`src/rtl/arm_pipe_pkg.sv`:
```
// arm_pipe_pkg
// Purpose: definitions shared by the ARMv4 pipeline stages.
// - REG_CODE_W / REG_PC: register code width and the program-counter code.
// - WB_SRC_ALU / WB_SRC_MEM: encodings of a write port's source select.
package arm_pipe_pkg;

  localparam int unsigned REG_CODE_W = 4;
  localparam logic [REG_CODE_W-1:0] REG_PC = 4'd15;

  localparam logic WB_SRC_ALU = 1'b0;
  localparam logic WB_SRC_MEM = 1'b1;

endpackage : arm_pipe_pkg

```
`src/rtl/pipe_skid_buf.sv`:
```
// pipe_skid_buf
// Purpose: generic 2-entry valid/ready skid buffer on a flat W-bit payload with flush.
// Both entries (head and skid) are exposed so a parent can search everything pending.
// Ports:
//   clk, rst_n          clock, asynchronous active-low reset
//   flush               drop both entries and the incoming payload
//   in_vld/in_rdy/in_data   upstream side; in_rdy is a flop (skid empty)
//   out_vld/out_rdy/out_data downstream side, driven by the head entry flops
//   skid_vld/skid_data      second entry, for lookup only
module pipe_skid_buf #(
  parameter int unsigned W = 8
) (
  input  logic         clk,
  input  logic         rst_n,
  input  logic         flush,
  input  logic         in_vld,
  output logic         in_rdy,
  input  logic [W-1:0] in_data,
  output logic         out_vld,
  input  logic         out_rdy,
  output logic [W-1:0] out_data,
  output logic         skid_vld,
  output logic [W-1:0] skid_data
);

  logic         head_vld_q, head_vld_d;
  logic         skid_vld_q, skid_vld_d;
  logic [W-1:0] head_data_q, head_data_d;
  logic [W-1:0] skid_data_q, skid_data_d;
  logic         accept_s;
  logic         pop_s;

  // Handshake qualifiers; the skid being empty is what makes the stage ready.
  always_comb begin
    accept_s = in_vld & ~skid_vld_q & ~flush;
    pop_s    = head_vld_q & out_rdy;
  end

  // Next-state selection of which entry holds which payload after this edge.
  always_comb begin
    head_vld_d  = head_vld_q;
    skid_vld_d  = skid_vld_q;
    head_data_d = head_data_q;
    skid_data_d = skid_data_q;
    if (flush) begin
      // Payload flops keep stale data; only the valid bits matter.
      head_vld_d = 1'b0;
      skid_vld_d = 1'b0;
    end else if (skid_vld_q) begin
      // Full: nothing can be accepted, only the skid can advance.
      if (pop_s) begin
        head_vld_d  = 1'b1;
        head_data_d = skid_data_q;
        skid_vld_d  = 1'b0;
      end else begin
        head_vld_d = head_vld_q;
      end
    end else if (head_vld_q) begin
      if (accept_s) begin
        if (pop_s) begin
          head_data_d = in_data;
        end else begin
          skid_vld_d  = 1'b1;
          skid_data_d = in_data;
        end
      end else begin
        head_vld_d = head_vld_q & ~pop_s;
      end
    end else begin
      if (accept_s) begin
        head_vld_d  = 1'b1;
        head_data_d = in_data;
      end else begin
        head_vld_d = 1'b0;
      end
    end
  end

  // Entry state flops.
  always_ff @(posedge clk or negedge rst_n) begin
    if (!rst_n) begin
      head_vld_q  <= 1'b0;
      skid_vld_q  <= 1'b0;
      head_data_q <= {W{1'b0}};
      skid_data_q <= {W{1'b0}};
    end else begin
      head_vld_q  <= head_vld_d;
      skid_vld_q  <= skid_vld_d;
      head_data_q <= head_data_d;
      skid_data_q <= skid_data_d;
    end
  end

  assign in_rdy    = ~skid_vld_q;
  assign out_vld   = head_vld_q;
  assign out_data  = head_data_q;
  assign skid_vld  = skid_vld_q;
  assign skid_data = skid_data_q;

endmodule : pipe_skid_buf

```
`src/rtl/wb_pipe_stage.sv`:
```
// wb_pipe_stage
// Purpose: EX->WB pipeline stage carrying NUM_WP register-file write ports per
// instruction (port 0 = Rd, port 1 = base writeback), buffered by a 2-entry skid.
// Ports:
//   i_vld/o_rdy, i_cond_pass, i_wb_op, i_wb_rd_src, i_wb_rd_vld, i_wb_rd_code, i_flush : EX side
//   o_vld/i_rdy, o_wb_op, o_wb_rd_src, o_wb_rd_vld, o_wb_rd_code, o_pc_wr            : WB side
//   i_haz_code -> o_haz_hit : combinational hazard query over every pending entry
module wb_pipe_stage
  import arm_pipe_pkg::*;
#(
  parameter int unsigned DATA_W = 32,
  parameter int unsigned NUM_WP = 2,
  parameter int unsigned CODE_W = REG_CODE_W
) (
  input  logic                     clk,
  input  logic                     rst_n,
  input  logic                     i_vld,
  output logic                     o_rdy,
  input  logic                     i_cond_pass,
  input  logic [NUM_WP*DATA_W-1:0] i_wb_op,
  input  logic [NUM_WP-1:0]        i_wb_rd_src,
  input  logic [NUM_WP-1:0]        i_wb_rd_vld,
  input  logic [NUM_WP*CODE_W-1:0] i_wb_rd_code,
  input  logic                     i_flush,
  output logic                     o_vld,
  input  logic                     i_rdy,
  output logic [NUM_WP*DATA_W-1:0] o_wb_op,
  output logic [NUM_WP-1:0]        o_wb_rd_src,
  output logic [NUM_WP-1:0]        o_wb_rd_vld,
  output logic [NUM_WP*CODE_W-1:0] o_wb_rd_code,
  output logic                     o_pc_wr,
  input  logic [CODE_W-1:0]        i_haz_code,
  output logic                     o_haz_hit
);

  // Payload layout, LSB first: data | src | post-transform vld | codes.
  localparam int unsigned OP_W    = NUM_WP * DATA_W;
  localparam int unsigned CODES_W = NUM_WP * CODE_W;
  localparam int unsigned SRC_LO  = OP_W;
  localparam int unsigned VLD_LO  = SRC_LO + NUM_WP;
  localparam int unsigned CODE_LO = VLD_LO + NUM_WP;
  localparam int unsigned PAY_W   = CODE_LO + CODES_W;
  localparam logic [CODE_W-1:0] PC_CODE = CODE_W'(REG_PC);

  logic [NUM_WP-1:0]  vld_cond_s;
  logic [NUM_WP-1:0]  vld_xf_s;
  logic [PAY_W-1:0]   in_pay_s;
  logic               head_vld_s;
  logic [PAY_W-1:0]   head_pay_s;
  logic               skid_vld_s;
  logic [PAY_W-1:0]   skid_pay_s;
  logic [NUM_WP-1:0]  head_pv_s;
  logic [CODES_W-1:0] head_code_s;
  logic [NUM_WP-1:0]  skid_pv_s;
  logic [CODES_W-1:0] skid_code_s;

  // Capture transforms: a failed condition kills every write, then the lowest
  // port index keeps a shared destination. Equal codes are transitive, so
  // comparing against the pre-dedup enables gives the same result as a chain.
  always_comb begin
    vld_cond_s = i_cond_pass ? i_wb_rd_vld : {NUM_WP{1'b0}};
    vld_xf_s   = vld_cond_s;
    for (int p = 1; p < NUM_WP; p++) begin
      for (int q = 0; q < p; q++) begin
        vld_xf_s[p] = vld_xf_s[p] & ~(vld_cond_s[q] &
                      (i_wb_rd_code[q*CODE_W +: CODE_W] == i_wb_rd_code[p*CODE_W +: CODE_W]));
      end
    end
  end

  assign in_pay_s = {i_wb_rd_code, vld_xf_s, i_wb_rd_src, i_wb_op};

  pipe_skid_buf #(
    .W (PAY_W)
  ) u_skid (
    .clk       (clk),
    .rst_n     (rst_n),
    .flush     (i_flush),
    .in_vld    (i_vld),
    .in_rdy    (o_rdy),
    .in_data   (in_pay_s),
    .out_vld   (head_vld_s),
    .out_rdy   (i_rdy),
    .out_data  (head_pay_s),
    .skid_vld  (skid_vld_s),
    .skid_data (skid_pay_s)
  );

  assign head_pv_s   = head_pay_s[VLD_LO +: NUM_WP];
  assign head_code_s = head_pay_s[CODE_LO +: CODES_W];
  assign skid_pv_s   = skid_pay_s[VLD_LO +: NUM_WP];
  assign skid_code_s = skid_pay_s[CODE_LO +: CODES_W];

  assign o_vld        = head_vld_s;
  assign o_wb_op      = head_pay_s[0 +: OP_W];
  assign o_wb_rd_src  = head_pay_s[SRC_LO +: NUM_WP];
  assign o_wb_rd_code = head_code_s;
  // Stale enables of an empty head must never reach the register file.
  assign o_wb_rd_vld  = head_pv_s & {NUM_WP{head_vld_s}};

  // PC write flag: any qualified head port targeting the program counter.
  always_comb begin
    o_pc_wr = 1'b0;
    for (int p = 0; p < NUM_WP; p++) begin
      o_pc_wr = o_pc_wr | (o_wb_rd_vld[p] & (head_code_s[p*CODE_W +: CODE_W] == PC_CODE));
    end
  end

  // Hazard lookup across both pending entries, ignoring the incoming one.
  always_comb begin
    o_haz_hit = 1'b0;
    for (int p = 0; p < NUM_WP; p++) begin
      o_haz_hit = o_haz_hit
                | (head_vld_s & head_pv_s[p] & (head_code_s[p*CODE_W +: CODE_W] == i_haz_code))
                | (skid_vld_s & skid_pv_s[p] & (skid_code_s[p*CODE_W +: CODE_W] == i_haz_code));
    end
  end

endmodule : wb_pipe_stage

```
`config.mk`:
```
export PLATFORM = sky130hd
export DESIGN_NAME = wb_pipe_stage
export DESIGN_NICKNAME = d
export VERILOG_FILES = /design/src/rtl/arm_pipe_pkg.sv /design/src/rtl/pipe_skid_buf.sv /design/src/rtl/wb_pipe_stage.sv
export SDC_FILE = /design/constraint.sdc
export NUM_CORES = 1
export LEC_CHECK = 0
export CAP_MARGIN = 20
export CORE_MARGIN = 4
export CORE_UTILIZATION = 40
export DETAILED_ROUTE_END_ITERATION = 8
export PLACE_DENSITY = 0.78
export SYNTH_ARGS = -nofsm -noshare
export SYNTH_HDL_FRONTEND = slang
export SYNTH_SLANG_ARGS = --single-unit
export TNS_END_PERCENT = 50
```
`constraint.sdc`:
```
create_clock -name clk -period 2.18 [get_ports clk]
set_input_delay 0.218 -clock clk [delete_from_list [all_inputs] [get_ports clk]]
set_output_delay 0.218 -clock clk [all_outputs]
set_load 0.1 [all_outputs]
```
==> metrics.cfg, run 1 <==
[placed_design]
pre_cts_slack_ps = 157
dp_hpwl_mm = 10.4
port_buffers = 165
place.gp.congestion = 0.868

[logic_synthesis]
yosysWarnings = 0
yosysUniqueCellTypes = 29
syn_area_um2 = 7250
synth_cells = 622
ys_seq_elements = 154
synth_nets = 708
ys_seq_area_share_pct = 53.2
syn_avg_cell_area_um2 = 11.7

[die]
dieArea_um2 = 20300
die_h_um = 143
chipWidth_um = 143
initial_core_util_pct = 41.3
num_rows = 48
core_area_um2 = 17500
io_pins = 166

[clock_tree]
htreeDepth = 4
cts_root_buf = clkbuf_16
post-cts-setup-buffers = 0
clock-sinks = 154
cts_max_path_buffers = 2
cts_buffers = 17
clk_latency_ps = 410
cts_tree = yes
clkTransAtPathRegs_ps = 60

[timing]
max_freq_mhz = 488
tightest_slew_ps = 735
whs_ps = 298
period_minus_slack_ps = 2050
worst_slack_ps = 129
maxSlewViolCount = 0
final-setup-viol-count = 0
grt_setup_unrepaired = no
finClkSkew_ps = 8.11
hold_viol_final = 0
slew_headroom_pct = 51.0
min_period_over_period_pct = 94.1

[power_and_ir_drop]
ir_drop_uv = 625
power_density_nw_per_um2 = 1230
leakage_nw = 3.86

[routing]
drc = 0
num_vias = 4624
wl_per_cell_um = 15.9
final_antenna_net_count = 0
wl_mm = 15.1
drt_first_pass_iters = 4
drt_iter0_markers = 209
drt-vias-per-instance = 4.88

[grt]
grt_start_max_net_pins = 75
grt_use_total_pct = 14.9
grt_pass1_vias = 4801
antenna_found_initial = 2
grt_pass1_wl_mm = 24.2
grt-ovfl-total = 0

[final_layout]
final_common_cell = dfrtp_1
diodes = 0
final.fill_count = 1566
final_cell_mix = dfrtp_1, clkdlybuf4s50_1, buf_4, a21oi_1, nor2_1
area_delta_synth_final_pct = 25.0
drive_gt1_share_pct = 26.8
num-nets-final = 798

[setup_path]
cp-end-kind = primary output
cp.required_ps = 1960
start_kind = register
reg2reg_slack_ps = 250
arrival_ps = 1830
critPathKind = reg2out
critPathMaxFanout = 29

[hold_path]
min_path_type = in2async

[flow_run]
max_cap_viol_count = 0

[run_status]
status = finished clean

-- cell type report --
class	count	area, um2	area share, %
clock buffers	23	468	5.17
multi-input cells	356	2670	29.5
inverters	4	18.8	0.207
well taps	225	282	3.11
repair buffers	179	1660	18.4
clock inverters	7	93.8	1.04
flip-flops and latches	154	3860	42.6
-- kinds of logic (layout without fill, tap and decap cells) --
logic type             Yosys count  after routing  synth area share [%]
AO/OA/AOI/OAI                   84             84                  5.95
AND/OR/NAND/NOR                103            103                  5.90
XOR/XNOR                        20             20                  2.42
flip-flops                     154            154                  53.2
multiplexers                   149            149                  22.4
buffers and inverters          112            213                  10.2
-- flip-flops by register name, indices dropped and copies added (netlist names) --
name	cells
u_skid.skid_data	76
u_skid.skid_vld	1
u_skid.out_data	76
u_skid.out_vld	1
-- per-layer routing --
layer	GRT usage [%]	up-vias	wire [um]	share of wire, %
met5	0	-	27	0.18
met4	4.45	4	216	1.4
met3	5.29	18	990	6.6
met2	23.5	111	7140	47
met1	19.5	2252	6720	45
li1	-	2239	-	-
-- worst max-delay path, cell delays in order, from the launching register on --
cell,delay [ps]
dfrtp_4,440
buf_6,320
and2_1,220
nand3_1,90
nand4_1,150
buf_12,190
-- synth_stat cells --
| cell type | number | area, um2 |
|---|---|---|
| a21oi_1 | 78 | 390 |
| buf_2 | 15 | 75.1 |
| mux2i_1 | 75 | 751 |
| o21ai_0 | 3 | 15.0 |
| nor4_1 | 1 | 6.26 |
| nand2b_1 | 1 | 6.26 |
| nor2_1 | 77 | 289 |
| o31ai_1 | 1 | 7.51 |
| nand2_1 | 8 | 30.0 |
| xor2_1 | 15 | 131 |
| buf_4 | 74 | 556 |
| inv_1 | 4 | 15.0 |
| nor3_1 | 4 | 20.0 |
| nand3_1 | 3 | 15.0 |
| mux2_1 | 6 | 67.6 |
| mux2_2 | 58 | 653 |
| nor3b_1 | 1 | 7.51 |
| or4b_1 | 1 | 10.0 |
| buf_1 | 3 | 11.3 |
| or2_1 | 1 | 6.26 |
| clkbuf_1 | 13 | 48.8 |
| mux2_4 | 10 | 150 |
| buf_6 | 3 | 33.8 |
| dfrtp_1 | 154 | 3850 |
| a211oi_2 | 1 | 12.5 |
| and2_1 | 1 | 6.26 |
| nand4_1 | 5 | 31.3 |
| o22ai_1 | 1 | 6.26 |
| xnor2_1 | 5 | 43.8 |
-- through the flow --
step,TNS [ps],power [mW],area (um2),util (%),std cells
global route,0,11.6,9060,51.7,948
detailed placement,0,8.36,8480,48.4,917
finish,0,11.1,9060,51.7,948
floorplan,-424,7.76,7260,-,622
global placement,0,8.28,8480,48.4,917
CTS,0,11.3,9060,51.7,948
-- final timing paths --
path                                 startpoint                   end  cells past startpoint
max reg2reg                     u_skid.skid_vld   u_skid.out_data[67]                      5
min                                       rst_n   u_skid.out_data[34]                      2
max in group asynchronous                 rst_n   u_skid.out_data[72]                      3
max                             u_skid.skid_vld             o_haz_hit                      5
min reg2reg                u_skid.skid_data[67]  u_skid.skid_data[67]                      2
min in group clk                 i_wb_rd_vld[1]  u_skid.skid_data[67]                      3
-- repair_timing --
action | CTS | global route
gates resized for setup | 1 | 0
hold buffers | 1 | 0
hold endpoints to repair | 43 | 0
endpoints found under the setup margin | 1 | 0
-- report_power, final --
part	switching [mW]	internal [mW]
clock	1.12	1.73
sequential	0.446	3.57
combinational	3.09	1.17
(Power assumes the default switching activity.)
==> inputs of run 2 (changes only) <==
--- a/config.mk
+++ b/config.mk
@@ -6,7 +6,6 @@
 export NUM_CORES = 1
 export LEC_CHECK = 0
 export CAP_MARGIN = 20
-export CORE_MARGIN = 4
 export CORE_UTILIZATION = 40
 export DETAILED_ROUTE_END_ITERATION = 8
 export PLACE_DENSITY = 0.78
==> metrics.cfg, run 2 (synthesis gave the netlist of run 1 again) <==
[routing]
drt_first_pass_iters = 4  ; unchanged
num_vias = 4648  ; +0.52%
wl_per_cell_um = 15.3  ; -3.8%
final_antenna_net_count = 0  ; unchanged
drt-vias-per-instance = 4.88  ; about the same
drt_iter0_markers = 191  ; -8.6%
drc = 0  ; unchanged
wl_mm = 14.6  ; -3.3%

[power_and_ir_drop]
power_density_nw_per_um2 = 1260  ; +2.4%
pwr-share-seq_pct = 34.6  ; -1.5 points
leakage_nw = 3.94  ; +2.1%
power_mw = 11.6  ; +4.3%
clkPwrFrac_pct = 28.4  ; +2.8 points
ir_drop_uv = 659  ; +5.4%
combPwrFrac_pct = 37.0  ; -1.3 points
p_sw_share_pct = 40.8  ; -1.0 points
power_report.internal_total_mw = 6.87  ; +6.0%
net-switching-power_mw = 4.74  ; +1.7%

[setup_path]
arrival_ps = 1860  ; +30 ps
reg2reg_depth = 4  ; -1
cp-end-kind = primary output
critPathKind = reg2out
max_stage_delay_ps = 430  ; about the same
critical_path.startpoint = u_skid.skid_vld
slowest_stage = dfrtp_4
critical_path.cell_chain = buf_6 > and2_1 > nand3_1 > nand4_1 > buf_12
critPathTopFamily = buffers and inverters
reg2reg_from = u_skid.skid_vld
cp.required_ps = 1960  ; about the same
start_kind = register
path_buf_inv = 2  ; unchanged
critPathMaxFanout = 32  ; +10%
path_depth = 5  ; unchanged

[die]
chipWidth_um = 137  ; -4.2%
num_rows = 48  ; unchanged
core_area_um2 = 17500  ; -0.34%
die_h_um = 137  ; -4.2%
initial_core_util_pct = 41.5  ; +0.14 points
io_pins = 166  ; unchanged
dieArea_um2 = 18700  ; -8.2%

[grt]
use_met1_pct = 21.7  ; +2.2 points
grt.met2_usage_pct = 25.8  ; +2.2 points
antenna_found_initial = 0  ; -2
use_met3_pct = 4.44  ; -0.85 points
grt_pass1_wl_mm = 23.4  ; -3.4%
grt_start_max_net_pins = 58  ; -23%
grt_pass1_vias = 4659  ; -3.0%
grt-ovfl-total = 0  ; unchanged
grt_use_total_pct = 16.4  ; +1.4 points
grt.busiest_layer = met2

[final_layout]
num-nets-final = 801  ; +0.38%
diodes = 0  ; unchanged
final_cell_mix = dfrtp_1, clkdlybuf4s50_1, buf_4, a21oi_1, nor2_1
final_common_cell = dfrtp_1
final.fill_count = 1531  ; -2.2%
multi_input_area_um2 = 2670  ; unchanged
drive_gt1_share_pct = 27.9  ; +1.1 points
instances_no_fill = 953  ; +0.53%
seq_area_um2 = 3860  ; unchanged
area_delta_synth_final_pct = 27.2

[clock_tree]
clkTransAtPathRegs_ps = 60  ; about the same
post-cts-setup-buffers = 0  ; unchanged
cts_buffers = 17  ; unchanged
clk_latency_ps = 410  ; about the same
cts_max_path_buffers = 2  ; unchanged
clock-sinks = 154  ; unchanged
cts_tree = yes
htreeDepth = 4  ; unchanged
cts_root_buf = clkbuf_16

[timing]
finClkSkew_ps = 4.90  ; -3.21 ps
period_minus_slack_ps = 2070  ; +22.9 ps
min_period_over_period_pct = 95.1  ; +1.0 points
slew_headroom_pct = 64.9  ; +14 points
final-setup-viol-count = 0  ; unchanged
hold_viol_final = 0  ; unchanged
maxSlewViolCount = 0  ; unchanged
max_freq_mhz = 482  ; -1.1%
grt_setup_unrepaired = no
tightest_slew_ps = 527  ; -208 ps

[placed_design]
place_inst = 920  ; +0.33%
port_buffers = 165  ; unchanged
place.gp.congestion = 0.828  ; -4.5%
dp_hpwl_mm = 9.92  ; -4.7%

[run_status]
status = finished clean

[hold_path]
min_path_type = in2async

[flow_run]
max_cap_viol_count = 0  ; unchanged

## run 2: worst register-to-register path: cells and delay by family (launching register included)
kind	cells	cell delay, ps
buffers and inverters	1	210
flip-flops	1	490
multiplexers	1	360
AND/OR/NAND/NOR	2	700
## run 2: path summary, 6_finish.rpt
path	endpoint	slack (ps)
setup / recovery	o_haz_hit	110
hold / removal	u_skid.out_data[42]	320
setup reg to reg	u_skid.skid_data[11]	300
hold reg to reg	u_skid.skid_data[10]	490
max in group asynchronous	u_skid.out_data[74]	1180
min in group clk	u_skid.skid_data[67]	390
## run 2: power groups by stage
stage | registers [mW] | logic (mW) | clock network [mW]
floorplan | 3.93 | 3.83 | 0
global placement | 4.04 | 4.26 | 0
detailed placement | 4.06 | 4.32 | 0
CTS | 4.02 | 4.33 | 3.38
global route | 4.10 | 4.49 | 3.48
finish | 4.02 | 4.29 | 3.30
## run 2: layout make-up
| type | instances | share of cell area [%] |
|---|---|---|
| Multi-Input combinational cell | 356 | 29.0 |
| Inverter | 4 | 0.203 |
| Timing Repair Buffer | 182 | 18.7 |
| Tap cell | 225 | 3.05 |
| Clock inverter | 13 | 2.32 |
| Sequential cell | 154 | 41.8 |
| Clock buffer | 19 | 4.91 |
## run 2: routing by layer
metal | wire, um | up-vias | share of wire (%)
met5 | 0 | - | 0
met4 | 153 | 0 | 1.0
met3 | 842 | 14 | 5.8
met2 | 6960 | 117 | 48
met1 | 6650 | 2272 | 46
li1 | - | 2245 | -
## run 2: per-stage QoR
stage	TNS (ps)	cell area, um2	hold WS, ps	util (%)	worst slack [ps]
2_1_floorplan	-424	7260	-77.6	-	-424
3_3_place_gp	0	8540	192	48.9	184
6_report	0	9220	316	52.8	106
3_5_place_dp	0	8540	195	48.9	142
4_1_cts	0	9220	305	52.8	65.0
5_1_grt	0	9220	353	52.8	17.0
## run 2: what timing repair did
action	in CTS	in global routing
gates resized for setup	1	0
endpoints found under the hold margin	45	0
hold buffers	1	0
setup endpoints to repair	1	0
==> edit, RTL diff (config.mk and constraints of run 1) <==
Reset style: synchronous (`rst_n`), changed in one clocked block. Comments in the files are not updated.
--- a/src/rtl/pipe_skid_buf.sv
+++ b/src/rtl/pipe_skid_buf.sv
@@ -77,7 +77,7 @@
   end
 
   // Entry state flops.
-  always_ff @(posedge clk or negedge rst_n) begin
+  always_ff @(posedge clk) begin
     if (!rst_n) begin
       head_vld_q  <= 1'b0;
       skid_vld_q  <= 1'b0;
Formal check against the unedited RTL: differs if rst_n is asserted again (counterexample within 4 cycles, from zero or initial values and one cycle with rst_n low); with rst_n held inactive, the same outputs for 4 cycles.
==> edit against run 1 <==
Cell area is essentially flat. Register-to-register slack better by 0.13 ns. First-iteration DRC count is 47% higher. Wire length grew 13%. Worst hold slack got worse by 0.029 ns. Worst setup slack improved by 0.12 ns. Synthesized area down 0.52%. Highest routed layer is now met4. Sequential cell count unchanged.
Power is not compared: it rests on default switching activity, and its combinational part moved more than twofold at a synthesized area within 25%.
==> edit: results (changes against run 1) <==
run_status:
  status: "finished clean"  # unchanged
synthesis:
  synth_nets: 885  # was 708
  synth_cell_types: 30  # was 29
  seq_area_frac_synth_pct: 42.7  # was 53.2%
  synth_area_leaders: "dfxtp_1 43%, nand2_1 12%, o211a_1 10%, mux2i_1 10%, buf_4 7.9%"  # was dfrtp_1 53%, mux2i_1 10%, mux2_2 9.0%, buf_4 7.7%, a21oi_1 5.4%
  async_reset_ff_share_pct: 0  # was 100%
  synth_commonest_cells: "232 x nand2_1, 154 x dfxtp_1, 76 x buf_4"  # was 154 x dfrtp_1, 78 x a21oi_1, 77 x nor2_1
  netlist_instances: 799  # was 622
  synth_ff_type: "dfxtp_1"  # was dfrtp_1
worst_setup_path:
  max_stage_delay_ns: 0.50  # was 0.44 ns
  reg2reg_from: "u_skid.skid_vld"  # unchanged
  critPathSlowestCell: "dfxtp_4"  # was dfrtp_4
  crit_fanout: 17  # was 29
  r2r-end: "u_skid.out_data[58]"  # was u_skid.out_data[67]
  rrSetupSlack_ns: 0.38  # was 0.25 ns
  r2r_cells: 6  # was 5
  arrival_ns: 1.71  # was 1.83 ns
layout:
  fill_cells: 1583  # was 1566
  drive_gt1_share_pct: 15.7  # was 26.8%
  nets: 954  # was 798
clock_tree:
  cts.repair.resized: 0  # was 1
  htree_levels: 4  # unchanged
  insertion_delay_ns: 0.42
  cts_root_buf: "clkbuf_16"  # unchanged
place:
  globalplace.congestion: 0.796  # was 0.868
  dp_hpwl_um: 11600  # was 10400 um
  placed_cell_area_mm2: 0.00845  # was 0.00848 mm^2
global_route:
  grt_first_pass_wirelength_um: 27300  # was 24200 um
  antenna_found_initial: 0  # was 2
  grt_usage_pct: 16.7  # was 14.9%
  first_global_vias: 5341  # was 4801
  grt_max_degree: 77  # was 75
sta:
  holdWs_ns: 0.268  # was 0.298 ns
  skew_ns: 0.00831  # was 0.00811 ns
  relSlewSlack_pct: 70.1  # was 51.0%
detailed_routing:
  avgRoutedWirePerCell_um: 15.4  # was 15.9 um
  drtIter0Drc: 307  # was 209
  vias: 5592  # was 4624
hold_path:
  hp-start: "rst_n"
  hp-class: "input pin to flip-flop"  # was input pin to asynchronous set/reset pin
pwr:
  ir_worst_vdd_mv: 0.529
## edit: cell type report
class                      count  area [um^2]  area share (%)
clock buffer                  22          484            5.35
sequential                   154         3090            34.1
multi-input combinational    508         3320            36.6
inverter                       4         18.8           0.207
clock inverter                10          115            1.27
timing repair buffer         183         1750            19.3
tap                          225          282            3.11
## edit: worst max-delay path by stage
| stage | to | from |
|---|---|---|
| 2_1_floorplan | o_haz_hit | u_skid.out_vld |
| 3_3_place_gp | u_skid.skid_data[27] | i_vld |
| 3_5_place_dp | u_skid.skid_data[75] | i_flush |
| 4_1_cts | o_rdy | u_skid.skid_vld |
| 5_1_grt | o_haz_hit | u_skid.skid_vld |
| 6_report | o_rdy | u_skid.skid_vld |
## edit: logic make-up after synthesis
family                 synth area share (%)
flip-flops                             42.7
AO/OA/AOI/OAI                          19.2
XOR/XNOR                               2.43
multiplexers                           10.3
buffers and inverters                  11.5
AND/OR/NAND/NOR                        13.8
## edit: routing by layer
metal	routed length, um	up-vias	share of wire [%]	track usage (%)
met2	8170	141	48	28.0
met5	0	-	0	0
met4	118	0	0.69	3.94
met1	7690	2670	45	21.1
li1	-	2771	-	-
met3	1070	10	6.3	5.07
## edit: power by group
| part | total (mW) | internal [mW] | switching [mW] |
|---|---|---|---|
| clock | 2.97 | 1.81 | 1.16 |
| sequential | 3.00 | 2.93 | 0.0752 |
| combinational | 1.48 | 0.452 | 1.03 |
| total | 7.46 | 5.19 | 2.27 |
## edit: metrics by stage
step | setup TNS (ns) | setup WS [ns] | std cells
2_1_floorplan | -0.419 | -0.419 | 799
3_3_place_gp | 0 | 0.178 | 1074
3_5_place_dp | 0 | 0.124 | 1074
4_1_cts | 0 | 0.193 | 1106
5_1_grt | 0 | 0.159 | 1106
6_report | 0 | 0.247 | 1106
